==> src/rtl/uart_rx_ctrl.sv <==
// uart_rx_ctrl: UART receive sequencer, config register and FWFT byte FIFO with sticky errors
module uart_rx_ctrl #(
  parameter int AW = 3
) (
  input  logic        clk,
  input  logic        rst,
  input  logic        cfg_wr,
  input  logic [6:0]  cfg_data,
  input  logic        host_rd,
  input  logic        err_clr,
  input  logic        RXRDY,
  input  logic [7:0]  UART_RDATA,
  input  logic [2:0]  RX_STATUS,
  output logic        read,
  output logic [19:0] max,
  output logic        EIGHT,
  output logic        PEN,
  output logic        OHEL,
  output logic [7:0]  host_data,
  output logic        host_empty,
  output logic        host_full,
  output logic [3:0]  err,
  output logic        irq
);
  typedef enum logic [1:0] {IDLE, ACK, WAIT} state_t;
  state_t state;
  logic [6:0] cfg;
  logic [7:0] mem [2**AW];
  logic [AW:0] wp, rp;
  logic cap, pop, push, ovr, empty, full;
  function automatic logic [19:0] baud(input logic [3:0] s);
    case (s)
      4'd0: baud = 20'd333333;
      4'd1: baud = 20'd83333;
      4'd2: baud = 20'd41667;
      4'd3: baud = 20'd20833;
      4'd4: baud = 20'd10417;
      4'd5: baud = 20'd5208;
      4'd6: baud = 20'd2604;
      4'd7: baud = 20'd1736;
      4'd9: baud = 20'd434;
      4'd10: baud = 20'd217;
      4'd11: baud = 20'd109;
      default: baud = 20'd868;
    endcase
  endfunction
  assign EIGHT = cfg[2];
  assign PEN = cfg[1];
  assign OHEL = cfg[0];
  assign empty = wp == rp;
  assign full = wp == {~rp[AW], rp[AW-1:0]};
  assign cap = state == IDLE && RXRDY;
  assign pop = host_rd && !empty;
  assign push = cap && (!full || pop);
  assign ovr = cap && full && !pop;
  assign host_empty = empty;
  assign host_full = full;
  assign host_data = empty ? 8'h00 : mem[rp[AW-1:0]];
  assign irq = !empty || |err;
  always_ff @(posedge clk)
    if (!rst && !cfg_wr && push) mem[wp[AW-1:0]] <= UART_RDATA;
  always_ff @(posedge clk) begin
    if (rst) begin
      state <= IDLE;
      read <= 1'b0;
      cfg <= 7'b0100_1_0_0;
      max <= 20'd10417;
      wp <= '0;
      rp <= '0;
      err <= '0;
    end else begin
      state <= cap ? ACK : state == ACK ? WAIT : (state == WAIT && !RXRDY) ? IDLE : state;
      read <= cap;
      max <= baud(cfg[6:3]);
      if (cfg_wr) begin
        cfg <= cfg_data;
        wp <= '0;
        rp <= '0;
        err <= '0;
      end else begin
        if (push) wp <= wp + 1'b1;
        if (pop) rp <= rp + 1'b1;
        err <= (err & {4{~err_clr}}) | {ovr, cap ? RX_STATUS : 3'b000};
      end
    end
  end
endmodule

==> config.mk <==
export PLATFORM = sky130hd
export DESIGN_NAME = uart_rx_ctrl
export DESIGN_NICKNAME = d
export VERILOG_FILES = /design/src/rtl/uart_rx_ctrl.sv
export SDC_FILE = /design/constraint.sdc
export NUM_CORES = 1
export LEC_CHECK = 0
export CAP_MARGIN = 25
export CORE_MARGIN = 5
export CORE_UTILIZATION = 28
export CTS_BUF_LIST = sky130_fd_sc_hd__clkbuf_8
export DETAILED_ROUTE_END_ITERATION = 10
export MAX_ROUTING_LAYER = met4
export PLACE_DENSITY = 0.59
export SLEW_MARGIN = 20
export SYNTH_ARGS = -nofsm -noshare
export SYNTH_HDL_FRONTEND = slang
export SYNTH_SLANG_ARGS = --single-unit
export TNS_END_PERCENT = 20
==> constraint.sdc <==
create_clock -name clk -period 2.04 [get_ports clk]
set_input_delay 0.408 -clock clk [delete_from_list [all_inputs] [get_ports clk]]
set_output_delay 0.408 -clock clk [all_outputs]
set_load 0.01 [all_outputs]
# Word level (Yosys, flattened, before mapping)
# Memory sizes are Yosys's and may differ from the RTL's. A register that Yosys moved wholly into a read port is not among the register bits.
# Index checks and enable logic that the tools add are counted.
[totals]
regBits = 42
romBits = 288
mem_count = 2
out_inout_bits = 39
latch_bits = 0
ramBits = 64
[classes]
reduce_logical = 22
n_shift = 0
muxes = 9
n_eq_ne = 4
div_mod_pow = 0
bitwise_logic = 4
n_mul = 0
magnitude_cmp = 0
add_sub_neg = 2
[mem_list]
columns = ["memory", "words", "word_bits", "read_ports", "rd_clocked_by_memory_dff", "wr", "line_no", "rtl"]
rows = [
  ["(no name shown)", 16, 18, 1, 1, 0, "32", "case (s)"],
  ["mem", 8, 8, 1, 1, 1, "28", "logic [7:0] mem [2**AW];"],
]
[op_table]
columns = ["op", "count"]
rows = [
  ["$mux W3", 3],
  ["$add A4 B1 Y4 const B", 2],
  ["$eq A4 B4 Y1", 2],
  ["$logic_and A1 B1 Y1", 8],
  ["$mux W8", 1],
  ["$logic_not A1 Y1", 6],
  ["$and A4 B4 Y4", 1],
  ["$mux W2", 2],
  ["$or A4 B4 Y4", 1],
  ["$reduce_or A2 Y1", 2],
  ["$reduce_or A4 Y1", 1],
  ["$mux W1", 3],
  ["$reduce_bool A3 Y1", 1],
  ["$eq A2 B1 Y1 const B", 1],
  ["$eq A2 B2 Y1 const B", 1],
  ["$logic_not A2 Y1", 1],
  ["$logic_or A1 B1 Y1", 2],
  ["$not A1 Y1", 2],
  ["$reduce_bool A2 Y1", 1],
]

# Depth between registers and ports, before layout
# Gate-level depths: netlist of run 1.
[depth]
word_depth = 8
mapped_depth = 6

# Worst setup path before layout of run 1
# No wires, ideal clock.
[synth_path]
kind = "in2reg"
start = "in cfg_wr"
end = "mem mem[0][0] (enable)"
arrival_ns = 1.821
path_buffers = 1
path_slack_ns = -0.164
cell_stages = 5
cell_sequence = "buf_6 -> nor2_2 -> nand2_1 -> a211o_1 -> nor3_1"
[synth_via]
elab_chain_cells = 5
[synth_rtl]
columns = ["item", "line_no", "rtl"]
rows = [
  ["from (decl)", "7", "input logic cfg_wr,"],
  ["$logic_not A1 Y1", "61", "if (!rst && !cfg_wr && push) mem[wp[AW-1:0]] <= UART_RDATA;"],
  ["$logic_and A1 B1 Y1 (2 in series)", "61", ""],
  ["$mux W1", "61", ""],
  ["$mux W1 (not written as such)", "61", ""],
  ["to (decl)", "28", ""],
]
# Every way passes these cells.

==> flow_metrics.py, run 1 <==
metrics = {
    "outcome": {
        "status": "finished with violations",
        "violations": "setup timing",
    },
    "route": {
        "firstDrtPassIters": 4,
        "drtAntennaViolNets": 0,
        "drc": 0,
        "drt-wirelength-per-cell_um": 15.4,
        "vias": 2801,
        "viasPerCell": 4.50,
        "drtIter0Drc": 134,
        "routed_wl_mm": 9.62,
    },
    "grt": {
        "grt_usage_pct": 11.6,
        "antenna_found_initial": 0,
        "grt-ovfl-total": 0,
        "grt_pass1_wl_mm": 15.9,
        "grt_max_degree": 22,
        "first_global_vias": 2987,
    },
    "cells_and_area": {
        "drive_above_1_share_pct": 25.7,
        "area_growth_pct": 30.6,
        "stdcell_count": 623,
        "nets": 439,
        "design_area_sq_um": 5710,
        "diodes": 0,
    },
    "synthesis": {
        "synth-main-ff-cell": "edfxtp_1",
        "syn_area_sq_um": 4370,
        "synth_top_family_by_area": "multiplexers",
        "synth_top_cell_by_area": "edfxtp_1",
        "synth_compound_area_share_pct": 6.59,
        "synthAdderAreaFrac_pct": 2.29,
        "post-synth-top-count-cell": "edfxtp_1",
        "avgSynthCellArea_sq_um": 13.9,
        "synthTopCellsByCount": "edfxtp_1 (64), dfxtp_1 (43), nor2_1 (32), nand2_1 (18), mux2i_1 (17)",
        "yosys.area.top_type_share_pct": 44.0,
        "synth-simple-area-share_pct": 9.79,
        "synth_xor_area_share_pct": 1.60,
        "synthCells": 314,
        "synth.area.top_cells": "edfxtp_1 (44%), dfxtp_1 (20%), mux4_2 (8.2%)",
        "yosysWarnings": 0,
        "synth.distinct_cells": 54,
        "synth_edf_count": 64,
        "synthArstFlopShare_pct": 0,
        "seq_area_frac_synth_pct": 63.7,
        "synth-seq-cells": 107,
        "synth.area.mux_share_pct": 12.4,
    },
    "power": {
        "internal_power_mw": 3.05,
        "powerDensity_nw_per_um2": 712,
        "power_leakage_nw": 2.02,
        "netSwitchingPower_mw": 1.01,
        "clkPwrFrac_pct": 30.3,
        "sw_frac_of_total_pct": 24.9,
        "seqPwrFrac_pct": 58.0,
        "pwr-share-comb_pct": 11.7,
        "ir_drop_mv": 0.452,
    },
    "sta": {
        "fin_crit_sh_pct": 109,
        "rsz0062_at_grt": "true",
        "final.setup_skew_ps": 11.7,
        "finalCriticalPeriod_ps": 2230,
        "hold_viol_final": 0,
        "setup_ws_ps": -189,
        "slew-limit-headroom_pct": 66.6,
        "hold_slack_ps": 500,
        "max_freq_mhz": 449,
        "worst_slew_pin_slew_ps": 496,
        "finalSetupViolCount": 9,
        "drv_slew": 0,
    },
    "placement": {
        "post-dp-hpwl_mm": 6.78,
        "port_buffers": 60,
        "place_area_sq_um": 5450,
        "dp.cells": 604,
        "place_ws_ps": -212,
        "gp_congestion": 0.774,
    },
    "clocking": {
        "clkLatencyLatePin_ps": 380,
        "numCtsBuffers": 9,
        "cts_tree": "yes",
        "cts_root_buf": "clkbuf_8",
        "htreeDepth": 3,
        "cts_buffer_depth": 2,
        "cts_hold_buf": 0,
        "cts.reportedPaths.clkPinSlew_ps": 100,
        "clkSinkCount": 107,
    },
    "floorplan": {
        "die_w_um": 135,
        "die_height_um": 135,
        "num_rows": 45,
        "core_area_sq_um": 15300,
        "start_util_pct": 28.6,
        "die_area_sq_um": 18200,
        "ios": 63,
    },
    "critical_path": {
        "slowest_stage": "mux4_2",
        "r2r-start": "wp[3]",
        "crit_path_cell_trace": "buf_12 -> mux4_2 -> mux2i_1 -> nor2_1 -> buf_2",
        "cp_data_required_time_ps": 1630,
        "crit_fanout": 8,
        "crit_path_max_incr_delay_ps": 500,
        "critPathArrivalTime_ps": 1820,
        "startpoint_type": "flop",
        "path_class": "reg -> out",
        "endpoint_kind": "primary output",
    },
    "hold_path": {
        "min_from": "cfg[2]",
        "hp-class": "reg -> reg",
    },
    "job": {
        "drv_cap": 0,
    },
}
-- critical path, delay by kind of cell (launching register included) --
family | cells | cell delay, ps
flops | 1 | 410
buf+inv | 2 | 290
mux | 2 | 670
simple gates | 1 | 70
-- metrics by stage --
| step | power, mW | utilization [%] | setup TNS (ps) |
|---|---|---|---|
| 2_1_floorplan | 2.61 | - | 0 |
| 3_3_place_gp | 2.85 | 35.7 | -9480 |
| 3_5_place_dp | 2.86 | 35.7 | -12730 |
| 4_1_cts | 4.12 | 37.3 | -1820 |
| 5_1_grt | 4.27 | 37.4 | -2340 |
| 6_report | 4.06 | 37.4 | -1420 |
-- layout by cell type, fill, tap and decap left out, types with 9 or more instances in the layout --
master / Yosys / routed
clkbuf_8: 1 / 9
nor2_1: 32 / 31
mux4_2: 16 / 16
edfxtp_1: 64 / 64
nand2_1: 18 / 17
buf_4: 3 / 34
dfxtp_1: 43 / 37
clkdlybuf4s50_1: 0 / 49
a21oi_1: 12 / 12
mux2i_1: 17 / 17
-- state kept, by name, summed over array words and instances, names as in the netlist, named ones only --
signal / cells
cfg: 7
err: 4
max: 18
mem: 64
read: 1
rp: 4
state: 2
wp: 4
-- per-layer routing --
metal  part of all wire [%]  up-vias  track usage (%)
met1                     46     1378             14.3
met3                    5.0        9             4.02
met2                     48       70             18.5
li1                       -     1344                -
met4                   0.83        0             2.71
met5                      0        -                -
-- cell type report --
type	count	area (sq um)
clock buffers	9	124
clock inverters	7	58.8
fillers	1441	9550
inverters	9	33.8
multi-input cells	179	1480
flip-flops and latches	107	2790
well taps	211	264
repair buffers	101	955
-- cells by family after synthesis --
| kind of cell | count (synthesis) |
|---|---|
| other cells | 1 |
| buf+inv | 29 |
| fa+ha+maj | 8 |
| xor+xnor | 8 |
| mux | 34 |
| compound gates | 41 |
| flops | 107 |
| simple gates | 86 |
-- path summary, 6_finish.rpt --
check / slack, ps / cells past startpoint / end
worst min register to register: 500 / 2 / cfg[2]
worst max register to register: 220 / 7 / mem[4][6]
worst min-delay path: 500 / 2 / cfg[2]
worst max-delay path: -190 / 5 / host_data[3]
-- what timing repair did --
| item | CTS | global route |
|---|---|---|
| pin swaps | 5 | 3 |
| resized for setup | 59 | 6 |
| endpoints found under the hold margin | 0 | 0 |
| endpoints found under the setup margin | 11 | 43 |
| cloned | 1 | 0 |
| setup buffers | 2 | 0 |
-- power groups by stage --
stage                     Sequential, mW  Combinational [mW]  Clock (mW)
after floorplan                     2.42               0.191           0
after global placement              2.41               0.447           0
after detailed placement            2.40               0.453           0
after CTS                           2.36               0.471        1.29
after global routing                2.36               0.517        1.39
final                               2.36               0.474        1.23
No activity file was read; power rests on OpenSTA's default activity.
==> inputs of run 2 (changes only) <==
--- a/config.mk
+++ b/config.mk
@@ -9,3 +9,3 @@
 export CORE_MARGIN = 5
-export CORE_UTILIZATION = 28
+export CORE_UTILIZATION = 45
 export CTS_BUF_LIST = sky130_fd_sc_hd__clkbuf_8
@@ -13,3 +13,3 @@
 export MAX_ROUTING_LAYER = met4
-export PLACE_DENSITY = 0.59
+export PLACE_DENSITY = 0.72
 export SLEW_MARGIN = 20
--- a/constraint.sdc
+++ b/constraint.sdc
@@ -3,2 +3,2 @@
 set_output_delay 0.408 -clock clk [all_outputs]
-set_load 0.01 [all_outputs]
+set_load 0.02 [all_outputs]
==> flow_metrics.py, run 2 (synthesized netlist as in run 1, its figures left out) <==
metrics = {
    "cells_and_area": {
        "nets": 441,
        "diodes": 0,
        "final_util_pct": 58.4,
        "final_common_cell": "edfxtp_1",
        "drive_above_1_share_pct": 24.9,
        "final_cell_mix": "edfxtp_1 (64), clkdlybuf4s50_1 (49), dfxtp_1 (39), buf_4 (36), nor2_1 (32)",
        "fillers": 805,
        "largest_reg_flops": 64,
        "area_growth_pct": 28.8,
    },
    "sta": {
        "finalCriticalPeriod_ps": 2160,
        "finalSetupViolCount": 8,
        "final.setup_skew_ps": 13.2,
        "hold_viol_final": 0,
        "rsz0062_at_grt": "true",
        "max_freq_mhz": 464,
        "fin_crit_sh_pct": 106,
        "worst_slew_pin_slew_ps": 574,
        "drv_slew": 0,
        "fin_tns_setup_ps": -842,
        "slew-limit-headroom_pct": 61.7,
        "hold_slack_ps": 494,
        "setup_ws_ps": -117,
    },
    "grt": {
        "first_global_vias": 2943,
        "grt-ovfl-total": 0,
        "grt_pass1_wl_mm": 14.6,
        "grt_usage_pct": 16.5,
        "grt_max_degree": 19,
        "antenna_found_initial": 0,
    },
    "route": {
        "drt-wirelength-per-cell_um": 16.3,
        "routed_wl_mm": 8.89,
        "drtIter0Drc": 86,
        "vias": 2789,
        "firstDrtPassIters": 4,
        "drtAntennaViolNets": 0,
        "viasPerCell": 5.10,
        "drc": 0,
    },
    "clocking": {
        "cts_buffer_depth": 2,
        "cts_root_buf": "clkbuf_8",
        "cts_tree": "yes",
        "htreeDepth": 3,
        "clkLatencyLatePin_ps": 350,
        "clkSinkCount": 107,
        "cts.reportedPaths.clkPinSlew_ps": 100,
        "numCtsBuffers": 9,
    },
    "hold_path": {
        "whs_path_depth": 2,
        "hp-class": "reg -> reg",
    },
    "floorplan": {
        "num_rows": 36,
        "start_util_pct": 45.3,
        "die_height_um": 109,
        "core_area_sq_um": 9640,
        "die_w_um": 109,
        "ios": 63,
        "die_area_sq_um": 11800,
    },
    "critical_path": {
        "crit_fanout": 8,
        "startpoint_type": "flop",
        "cp_data_required_time_ps": 1630,
        "r2r_cells": 8,
        "path_class": "reg -> out",
        "endpoint_kind": "primary output",
        "critPathArrivalTime_ps": 1750,
    },
    "placement": {
        "gp_congestion": 0.829,
        "post-dp-hpwl_mm": 6.09,
        "port_buffers": 60,
        "place_ws_ps": -193,
    },
    "outcome": {
        "violations": "setup timing",
        "status": "finished with violations",
    },
    "power": {
        "power_leakage_nw": 2.02,
        "finalPower_mw": 4.02,
        "ir_drop_mv": 0.322,
        "powerDensity_nw_per_um2": 715,
    },
    "job": {
        "drv_cap": 0,
    },
}
run 2: worst paths after layout:
check / to / slack [ps] / start
max: host_data[3] / -120 / flop
min: state[0] / 490 / state[0]
max reg2reg: mem[4][2] / 40 / wp[3]
min reg2reg: state[0] / 490 / state[0]
run 2: layout make-up:
cell class | count | area, sq um | share of cell area, %
clock inverters | 7 | 52.6 | 0.934
clock buffers | 9 | 124 | 2.20
inverters | 9 | 33.8 | 0.600
repair buffers | 103 | 961 | 17.1
multi-input cells | 179 | 1500 | 26.6
flip-flops and latches | 107 | 2800 | 49.7
well taps | 133 | 166 | 2.96
run 2: where the power goes:
group	internal (mW)	leakage, nW	switching (mW)
Combinational	0.251	1.00	0.253
Clock	0.451	0.0864	0.714
Sequential	2.33	0.931	0.0254
Total	3.03	2.02	0.992
run 2: timing repair:
item,CTS,global route
gates cloned,1,0
setup endpoints to repair,11,67
setup buffers,4,1
gates resized for setup,49,23
hold buffers,0,0
pin swaps,0,4
run 2: through the flow:
step,instance area (sq um),instances
after global routing,5630,547
after global placement,5350,527
after CTS,5570,548
after detailed placement,5350,527
after floorplan,4380,315
final,5630,547
run 2: per-layer routing:
layer	up-vias	part of all wire [%]	track usage [%]
li1	1354	-	-
met1	1369	44	20.5
met2	60	51	27.2
met3	6	3.7	3.40
met4	0	0.61	5.05
met5	-	0	-
run 2: worst max-delay path: stages (launching register included):
cell and delay, ps:
dfxtp_4 380, buf_12 140, mux4_2 510, mux2i_1 150, nor2_1 60, buf_2 150
